`src/rtl/seq_mul.sv`:
```
// Iterative unsigned shift-add multiplier: one multiplier bit per clock, 2N-bit product.
// Optional macro MUL_EARLY_EXIT_EN ends the run once the remaining multiplier bits are all zero.
module seq_mul #(
  parameter int N = 16
) (
  input  logic         clk,
  input  logic         rst,
  input  logic         start,
  input  logic [N-1:0] rs1_reg,
  input  logic [N-1:0] rs2_reg,
  output logic         busy,
  output logic         done,
  output logic [N-1:0] mul_rd,
  output logic [N-1:0] mul_rdh,
  output logic         overflow
);

  localparam int CW = $clog2(N + 1);

  typedef enum logic [1:0] {IDLE, RUN, DONE} state_t;

  state_t         state;
  logic [2*N-1:0] mcand_sh;
  logic [2*N-1:0] acc;
  logic [2*N-1:0] acc_next;
  logic [N-1:0]   mplier;
  logic [CW-1:0]  cnt;
  logic           last_step;

  // The multiplicand is kept pre-shifted by the current bit index, so each step is one add.
  always_comb begin
    acc_next = acc + (mplier[0] ? mcand_sh : '0);
`ifdef MUL_EARLY_EXIT_EN
    last_step = (cnt == CW'(1)) || (mplier[N-1:1] == '0);
`else
    last_step = (cnt == CW'(1));
`endif
  end

  always_ff @(posedge clk) begin
    if (rst) begin
      state    <= IDLE;
      mcand_sh <= '0;
      acc      <= '0;
      mplier   <= '0;
      cnt      <= '0;
      busy     <= 1'b0;
      done     <= 1'b0;
      mul_rd   <= '0;
      mul_rdh  <= '0;
      overflow <= 1'b0;
    end else begin
      case (state)
        IDLE, DONE: begin
          done <= 1'b0;
          if (start) begin
            mcand_sh <= {{N{1'b0}}, rs1_reg};
            mplier   <= rs2_reg;
            acc      <= '0;
            cnt      <= CW'(N);
            busy     <= 1'b1;
            state    <= RUN;
          end else begin
            state <= IDLE;
          end
        end
        RUN: begin
          acc      <= acc_next;
          mcand_sh <= mcand_sh << 1;
          mplier   <= mplier >> 1;
          cnt      <= cnt - CW'(1);
          // Results are published on the edge entering DONE so they are visible with done.
          if (last_step) begin
            state    <= DONE;
            busy     <= 1'b0;
            done     <= 1'b1;
            mul_rd   <= acc_next[N-1:0];
            mul_rdh  <= acc_next[2*N-1:N];
            overflow <= |acc_next[2*N-1:N];
          end
        end
        default: state <= IDLE;
      endcase
    end
  end

endmodule

```
`config.mk`:
```
export PLATFORM = sky130hd
export DESIGN_NAME = seq_mul
export DESIGN_NICKNAME = d
export VERILOG_FILES = /design/src/rtl/seq_mul.sv
export SDC_FILE = /design/constraint.sdc
export NUM_CORES = 1
export LEC_CHECK = 0
export ABC_AREA = 1
export BUFFER_PORTS_ARGS = -buffer_cell sky130_fd_sc_hd__buf_2
export CORE_MARGIN = 2
export CORE_UTILIZATION = 54
export DETAILED_ROUTE_END_ITERATION = 12
export GPL_TIMING_DRIVEN = 0
export PLACE_DENSITY = 0.77
export SLEW_MARGIN = 20
export SYNTH_ARGS = -nofsm -noshare
export SYNTH_HDL_FRONTEND = slang
export SYNTH_SLANG_ARGS = --single-unit
```
`constraint.sdc`:
```
create_clock -name clk -period 2.4 [get_ports clk]
set_clock_uncertainty 0.1 [all_clocks]
set_input_delay 0.24 -clock clk [delete_from_list [all_inputs] [get_ports clk]]
set_output_delay 0.24 -clock clk [all_outputs]
set_load 0.05 [all_outputs]
```
==> results of run 1 <==
-- cells by family (layout without fill, tap and decap cells) --
kind of cell / after synthesis / in the layout / share of synthesized area
AO/OA/AOI/OAI: 147 / 147 / 0.110
buffers and inverters: 223 / 372 / 0.118
adder cells (fa/ha/maj): 34 / 34 / 0.0599
XOR/XNOR: 15 / 15 / 0.0182
AND/OR/NAND/NOR: 636 / 636 / 0.356
flip-flops: 122 / 122 / 0.338
-- layer usage --
layer,part of all wire,global-route usage,vias to the layer above
li1,-,-,3925
met1,0.42,0.419,3665
met2,0.46,0.552,380
met3,0.079,0.0670,80
met4,0.040,0.135,0
met5,0,0,-
-- worst max path at each step --
stage	startpoint	cells after the start	to	slack, ns
after floorplan	mplier[0]	18	overflow	0.02
after global placement	mplier[0]	18	overflow	-0.72
after detailed placement	mplier[0]	19	overflow	-0.75
after CTS	mplier[0]	18	overflow	-0.14
after global routing	mplier[0]	16	overflow	-0.25
final	mplier[0]	16	overflow	-0.14
-- through the flow --
| stage | area, um^2 | power (W) | setup WS [ns] | util |
|---|---|---|---|---|
| 4_1_cts | 9220 | 0.00550 | -0.136 | 0.701 |
| 3_3_place_gp | 7800 | 0.00289 | -0.725 | 0.593 |
| 3_5_place_dp | 7800 | 0.00290 | -0.746 | 0.593 |
| 6_report | 9670 | 0.00556 | -0.136 | 0.736 |
| 2_1_floorplan | 7240 | 0.00269 | 0.0168 | - |
| 5_1_grt | 9670 | 0.00572 | -0.250 | 0.736 |
-- power breakdown --
part | internal (W) | switching, W | leakage, nW
registers | 0.00212 | 0.0000637 | 0.994
logic | 0.000226 | 0.000535 | 3.59
clock network | 0.00167 | 0.000933 | 0.291
total | 0.00402 | 0.00153 | 4.88
-- state kept, by name, indices dropped and copies added (netlist names) --
name	cells
acc	32
busy	1
cnt	5
done	1
mcand_sh	32
mplier	16
mul_rd	16
mul_rdh	16
overflow	1
state	2
-- worst max-delay path: stages (launching register included) --
cell	delay, ns
dfxtp_4	0.39
buf_8	0.14
nand2_1	0.06
inv_1	0.07
ha_4	0.32
nand2_2	0.11
nor2_2	0.16
inv_2	0.08
nor3_4	0.22
and2_4	0.18
nand2_2	0.06
nand3_2	0.10
nand3_4	0.11
nor2_2	0.12
nand2_1	0.06
nor2_1	0.10
nor2_1	0.04
-- cells in the mapped netlist (2+ instances only) --
cell	instances
buf_1	2
clkbuf_1	29
buf_2	10
nand2_1	479
a31oi_1	32
nor2_1	70
inv_1	180
nand2_2	6
dfxtp_1	122
nand3b_1	5
o211ai_1	6
o21ai_0	28
a21oi_1	78
and2_1	3
nor3_1	3
ha_1	33
or2_2	2
nand4_1	8
nand3_1	48
xor2_1	14
nor2_2	6
-- cell type report --
type | instances | area share
clock inverters | 8 | 0.0123
plain buffers | 41 | 0.0211
flip-flops and latches | 122 | 0.253
multi-input cells | 832 | 0.491
inverters | 181 | 0.0703
clock buffers | 23 | 0.0484
repair buffers | 119 | 0.0815
well taps | 176 | 0.0228
-- what timing repair did --
| item | 4_1_cts | 5_1_grt |
|---|---|---|
| setup endpoints to repair | 57 | 25 |
| gates cloned | 1 | 0 |
| hold endpoints to repair | 26 | 0 |
| pin swaps | 22 | 48 |
| gates resized for setup | 90 | 116 |
| hold buffers | 26 | 0 |
| setup buffers | 9 | 15 |
==> summary.md, run 1 <==
| Metric | Value |
|---|---|
| Outcome | `complete, but fails checks` |
| Failing checks | `setup timing` |
| FF-to-FF setup slack | `-0.14 ns` |
| Syn Area/Cell | `6.14 um^2` |
| RR Endpoint | `overflow` |
| GP Congestion | `slightly below 1` |
| #FFs+latches synth | `122` |
| WL per Instance | `15.9 um` |
| Grt total ovfl | `0` |
| Synth-to-Final Area Change | `33.8%` |
| Setup ws final | `-0.136 ns` |
| Core area | `between 10000 and 15000 um^2` |
| Cell area power density | `approximately 570 nW/um^2` |
| Placed Cells | `~1400` |
| Fin. max-slew vios | `0` |
| Vias post-DR | `8050` |
| Post-Syn Instances | `about 1200` |
| Crit path DAT | `2.75 ns` |
| Unique masters post-synth | `34` |
| Hold path start | `rs2_reg[7]` |
| Hold Path Cell Cnt | `3` |
| Initial antenna violation count | `0` |
| GRT Total Usage | `0.331` |
| Top FF cell, synth | `dfxtp_1` |
| Worst-path clk slew | `around 0.06 ns` |
| Sequential cell area fraction in the yosys report | `0.338` |
| Number of global-route vias before repair | `7574` |
| Die area | `approximately 14000 um^2` |
| Period Utilization, post-route | `1.06` |
| Clock Tree Root | `clkbuf_16` |
| Sum Neg Setup Slack | `-0.313 ns` |
| Top post-synthesis cells by area | `dfxtp_1, nand2_1, inv_1, ha_1, a21oi_1` |
| Fraction of layout cells with a size suffix above 1 | `0.234` |
| Critical path class | `reg -> reg` |
| Leak | `around 4.9 nW` |
| DRC | `0` |
| Rows | `42` |
| Syn_nets | `1246` |
| Register area | `around 2400 um^2` |
| Post-synth EDFFs | `0` |
| Die Height | `about 120 um` |
| Headroom to the max-slew limit | `0.525` |
| Buffers on Ports | `just under 70` |
| # fillers | `1045` |
| Latest clock arrival within the worst-skew pair | `~0.43 ns` |
| VDD IR max | `~0.59 mV` |
| Non-Filler Instances | `1502` |
| First-pass GRT wire length | `roughly 37 mm` |
| Hold EP | `mplier[7]` |
| Die span in x | `120 um` |
| CTS tree | `built` |
| Crit-path max FO | `6` |
| Largest net degree at the start of global routing | `17` |
| # diodes | `0` |
| Final ANT Viol Nets | `0` |
| Period minus WS final | `around 2.5 ns` |
| Worst r2r src | `mplier[0]` |
| H-tree depth | `4` |
| I/O pin count | `70` |
| Synthesis Warnings | `0` |
| Synth area leader | `dfxtp_1` |
| HPWL Detailed | `16.3 mm` |
| Post-layout net count | `approximately 1400` |
| Critical Path End Type | `flip-flop` |
| DR pass1 iterations | `8` |
| Starting DRC count in detailed routing | `717` |
| Area occupied by multi-input gates | `4740 um^2` |
| Clock Path Buffers | `2` |
| Num CTS Buffers | `17` |
| Vias per inst | `around 5.4` |
| Reg2reg path depth | `16` |
| Max Freq | `between 0.3 and 0.4 GHz` |
| Most frequent cells in the layout | `nand2_1, inv_1, dfxtp_1` |
| Final setup vio count | `4` |
| Area share of the largest cell type after synthesis | `0.338` |
| Worst EP required | `2.61 ns` |
| Final Hold Fails | `0` |
| Hold WC Path Type | `in -> reg` |
| Initial Util | `0.550` |
| Sink Count | `122` |
| Mapped Area | `slightly above 7000 um^2` |
| CP startpoint kind | `flip-flop` |
| Final wirelength | `23.9 mm` |
| Worst Tran Pin Value | `slightly above 0.7 ns` |
| Async S/R FF share, synth | `0` |
| Final hold slack | `between 0.002 and 0.003 ns` |
| RSZ-0062 raised after global routing | `yes` |
| Max Cap Viol | `0` |
| Commonest non-fill, non-tap cell in the layout | `nand2_1` |
Power figures use the tool's default switching activity.
==> inputs of run 2 (changes only) <==
CORE_MARGIN = default   (was 2)
==> run 2 against run 1 <==
  * The run still ends with setup timing left
  * Worst setup slack worse by 0.025 ns
  * Via count up 0.75%
  * Worst hold slack worse by 0.00087 ns
  * Register-to-register slack worse by 0.02 ns
  * Sequential power about the same
  * First-iteration DRC count up 6.4%
  * Sequential share of layout area down 0.30 points
  * Maximum frequency down 0.96%
  * Final cell count down 0.53%
  * Clock power down 3%
  * Count of clock-buffer cells in the layout down 5
  * Largest power group unchanged
==> summary.md, run 2 (synthesis gave the netlist of run 1 again) <==
| Metric | Value |
|---|---|
| Outcome | `complete, but fails checks (unchanged)` |
| Failing checks | `setup timing (unchanged)` |
| Initial Util | `0.564 (was 0.550)` |
| H-tree depth | `4 (unchanged)` |
| Core area | `12800 um^2 (was 13100 um^2)` |
| CTS tree | `built (unchanged)` |
| WL per Instance | `16.0 um (was 15.9 um)` |
| Leak | `4.92 nW (was 4.88 nW)` |
| CP startpoint kind | `flip-flop (unchanged)` |
| FF-to-FF setup slack | `-0.16 ns (was -0.14 ns)` |
| DR pass1 iterations | `5 (was 8)` |
| GR Util met3 | `0.0659 (was 0.0670)` |
| Largest net degree at the start of global routing | `17 (unchanged)` |
| Final instance area | `9790 um^2 (was 9670 um^2)` |
| HPWL Detailed | `16.1 mm (was 16.3 mm)` |
| RR Endpoint | `overflow (unchanged)` |
| Hold Path Cell Cnt | `3 (unchanged)` |
| Final ANT Viol Nets | `0 (unchanged)` |
| Critical path's largest stage delay | `0.40 ns (was 0.39 ns)` |
| I/O pin count | `70 (unchanged)` |
| Buffers on Ports | `68 (unchanged)` |
| RSZ-0062 raised after global routing | `yes (unchanged)` |
| Area after DPL | `7790 um^2 (was 7800 um^2)` |
| # diodes | `0 (unchanged)` |
| Hold EP | `mcand_sh[12] (was mplier[7])` |
| Vias post-DR | `8110 (was 8050)` |
| Fin. max-slew vios | `0 (unchanged)` |
| Clock Path Buffers | `2 (unchanged)` |
| Headroom to the max-slew limit | `0.562 (was 0.525)` |
| Vias per inst | `5.43 (was 5.36)` |
| Final wirelength | `23.9 mm (about the same)` |
| Worst r2r src | `mplier[0] (unchanged)` |
| Latest clock arrival within the worst-skew pair | `0.43 ns (about the same)` |
| # fillers | `941 (was 1045)` |
| Non-Filler Instances | `1494 (was 1502)` |
| Worst Tran Pin Value | `0.656 ns (was 0.713 ns)` |
| Die span in x | `118 um (was 120 um)` |
| GRT busiest layer | `met2 (unchanged)` |
| Worst EP required | `2.61 ns (about the same)` |
| Setup ws final | `-0.161 ns (was -0.136 ns)` |
| GR met2 Demand/Resource | `0.547 (was 0.552)` |
| Synth-to-Final Area Change | `35.4% (was 33.8%)` |
| Critical Path End Type | `flip-flop (unchanged)` |
| Placed Cells | `1417 (was 1421)` |
| Most frequent cells in the layout | `nand2_1, inv_1, dfxtp_1 (unchanged)` |
| Slowest cell on crit path | `dfxtp_4 (unchanged)` |
| Worst-path clk slew | `0.06 ns (about the same)` |
| Final Hold Fails | `0 (unchanged)` |
| Cell area power density | `560 nW/um^2 (was 575 nW/um^2)` |
| Number of global-route vias before repair | `7276 (was 7574)` |
| Max Freq | `0.390 GHz (was 0.394 GHz)` |
| Worst Path Buf+Inv | `2 (was 3)` |
| Met1 Use GR | `0.412 (was 0.419)` |
| GP Congestion | `0.968 (was 0.969)` |
| Commonest non-fill, non-tap cell in the layout | `nand2_1 (unchanged)` |
| Critical path class | `reg -> reg (unchanged)` |
| Clock Tree Root | `clkbuf_16 (unchanged)` |
| Crit-path leading delay family | `simple AND/OR/NAND/NOR gates (unchanged)` |
| DRC | `0 (unchanged)` |
| Post-layout net count | `1381 (was 1383)` |
| Largest registers | `acc: 32 flops, mcand_sh: 32 flops (unchanged)` |
| Grt total ovfl | `0 (unchanged)` |
| Reg2reg path depth | `16 (unchanged)` |
| Crit-path max FO | `6 (unchanged)` |
| Hold path start | `rs1_reg[12] (was rs2_reg[7])` |
| Starting DRC count in detailed routing | `763 (was 717)` |
| GRT Total Usage | `0.325 (was 0.331)` |
| First-pass GRT wire length | `35.3 mm (was 36.9 mm)` |
| Max Cap Viol | `0 (unchanged)` |
| Critical path, cell by cell | `buf_8 > nand2_2 > inv_2 > ha_4 > fa_2 > nand2_2 > nand2_4 > and2_4 > nand4_1 > nand4_1 > nand2_2 > nand2_2 > nor2_1 > nand2_1 > nor2_1 > nor2_1 (was buf_8 > nand2_1 > inv_1 > ha_4 > nand2_2 > nor2_2 > inv_2 > nor3_4 > and2_4 > nand2_2 > nand3_2 > nand3_4 > nor2_2 > nand2_1 > nor2_1 > nor2_1)` |
| Num CTS Buffers | `17 (unchanged)` |
| Final setup vio count | `8 (was 4)` |
| Period minus WS final | `2.56 ns (was 2.54 ns)` |
| Initial antenna violation count | `0 (unchanged)` |
| Most frequent CP cell | `nand2_2` |
| Die Height | `118 um (was 120 um)` |
| Sink Count | `122 (unchanged)` |
| Fraction of layout cells with a size suffix above 1 | `0.259 (was 0.234)` |
| Hold WC Path Type | `in -> reg (unchanged)` |
| Period Utilization, post-route | `1.07 (was 1.06)` |
| Die area | `13900 um^2 (was 14300 um^2)` |
| VDD IR max | `0.542 mV (was 0.593 mV)` |
| Crit path DAT | `2.77 ns (was 2.75 ns)` |
| Rows | `41 (was 42)` |
-- run 2: layout make-up --
| cell class | instances | area (um^2) | share of cell area |
|---|---|---|---|
| plain buffers | 41 | 214 | 0.0219 |
| flip-flops and latches | 122 | 2450 | 0.250 |
| clock buffers | 18 | 439 | 0.0449 |
| clock inverters | 11 | 124 | 0.0127 |
| repair buffers | 117 | 787 | 0.0804 |
| well taps | 172 | 215 | 0.0220 |
| inverters | 181 | 682 | 0.0697 |
| multi-input cells | 832 | 4880 | 0.499 |
-- run 2: timing repair --
action / 4_1_cts / 5_1_grt
gates cloned: 1 / 2
pin swaps: 25 / 57
hold endpoints to repair: 20 / 0
resized for setup: 81 / 164
buffers inserted: 10 / 16
endpoints found under the setup margin: 57 / 27
hold buffers: 20 / 0
-- run 2: worst max-delay path by stage --
stage                    from  slack, ns  cells past startpoint       end
floorplan           mplier[0]       0.02                     18  overflow
global placement    mplier[0]      -0.69                     19  overflow
detailed placement  mplier[0]      -0.71                     21  overflow
CTS                 mplier[0]      -0.11                     19  overflow
global route        mplier[0]      -0.33                     16  overflow
finish              mplier[0]      -0.16                     16  overflow
-- run 2: report_power, final --
| part | internal, W | switching (W) |
|---|---|---|
| clock | 0.00154 | 0.000988 |
| combinational | 0.000230 | 0.000541 |
| sequential | 0.00212 | 0.0000641 |
-- run 2: per-layer routing --
metal | part of all wire | up-vias
met1 | 0.42 | 3782
met2 | 0.48 | 359
met4 | 0.025 | 0
met3 | 0.076 | 49
met5 | 0 | -
li1 | - | 3920
-- run 2: per-stage QoR --
step | hold slack (ns) | setup TNS (ns) | total power (W) | util | worst slack, ns
6_report | 0.00185 | -0.690 | 0.00548 | 0.763 | -0.161
5_1_grt | 0.0160 | -2.03 | 0.00562 | 0.763 | -0.332
4_1_cts | 0.00210 | -0.117 | 0.00543 | 0.709 | -0.109
3_5_place_dp | 0.356 | -14.09 | 0.00290 | 0.608 | -0.712
3_3_place_gp | 0.353 | -13.16 | 0.00289 | 0.608 | -0.691
2_1_floorplan | 0.289 | 0 | 0.00269 | - | 0.0168
-- run 2: worst register-to-register path, delay by kind of cell, from the launching register on --
family	cells	cell delay [ns]
simple gates	12	1.27
fa+ha+maj	2	0.51
flops	1	0.40
buf+inv	2	0.19
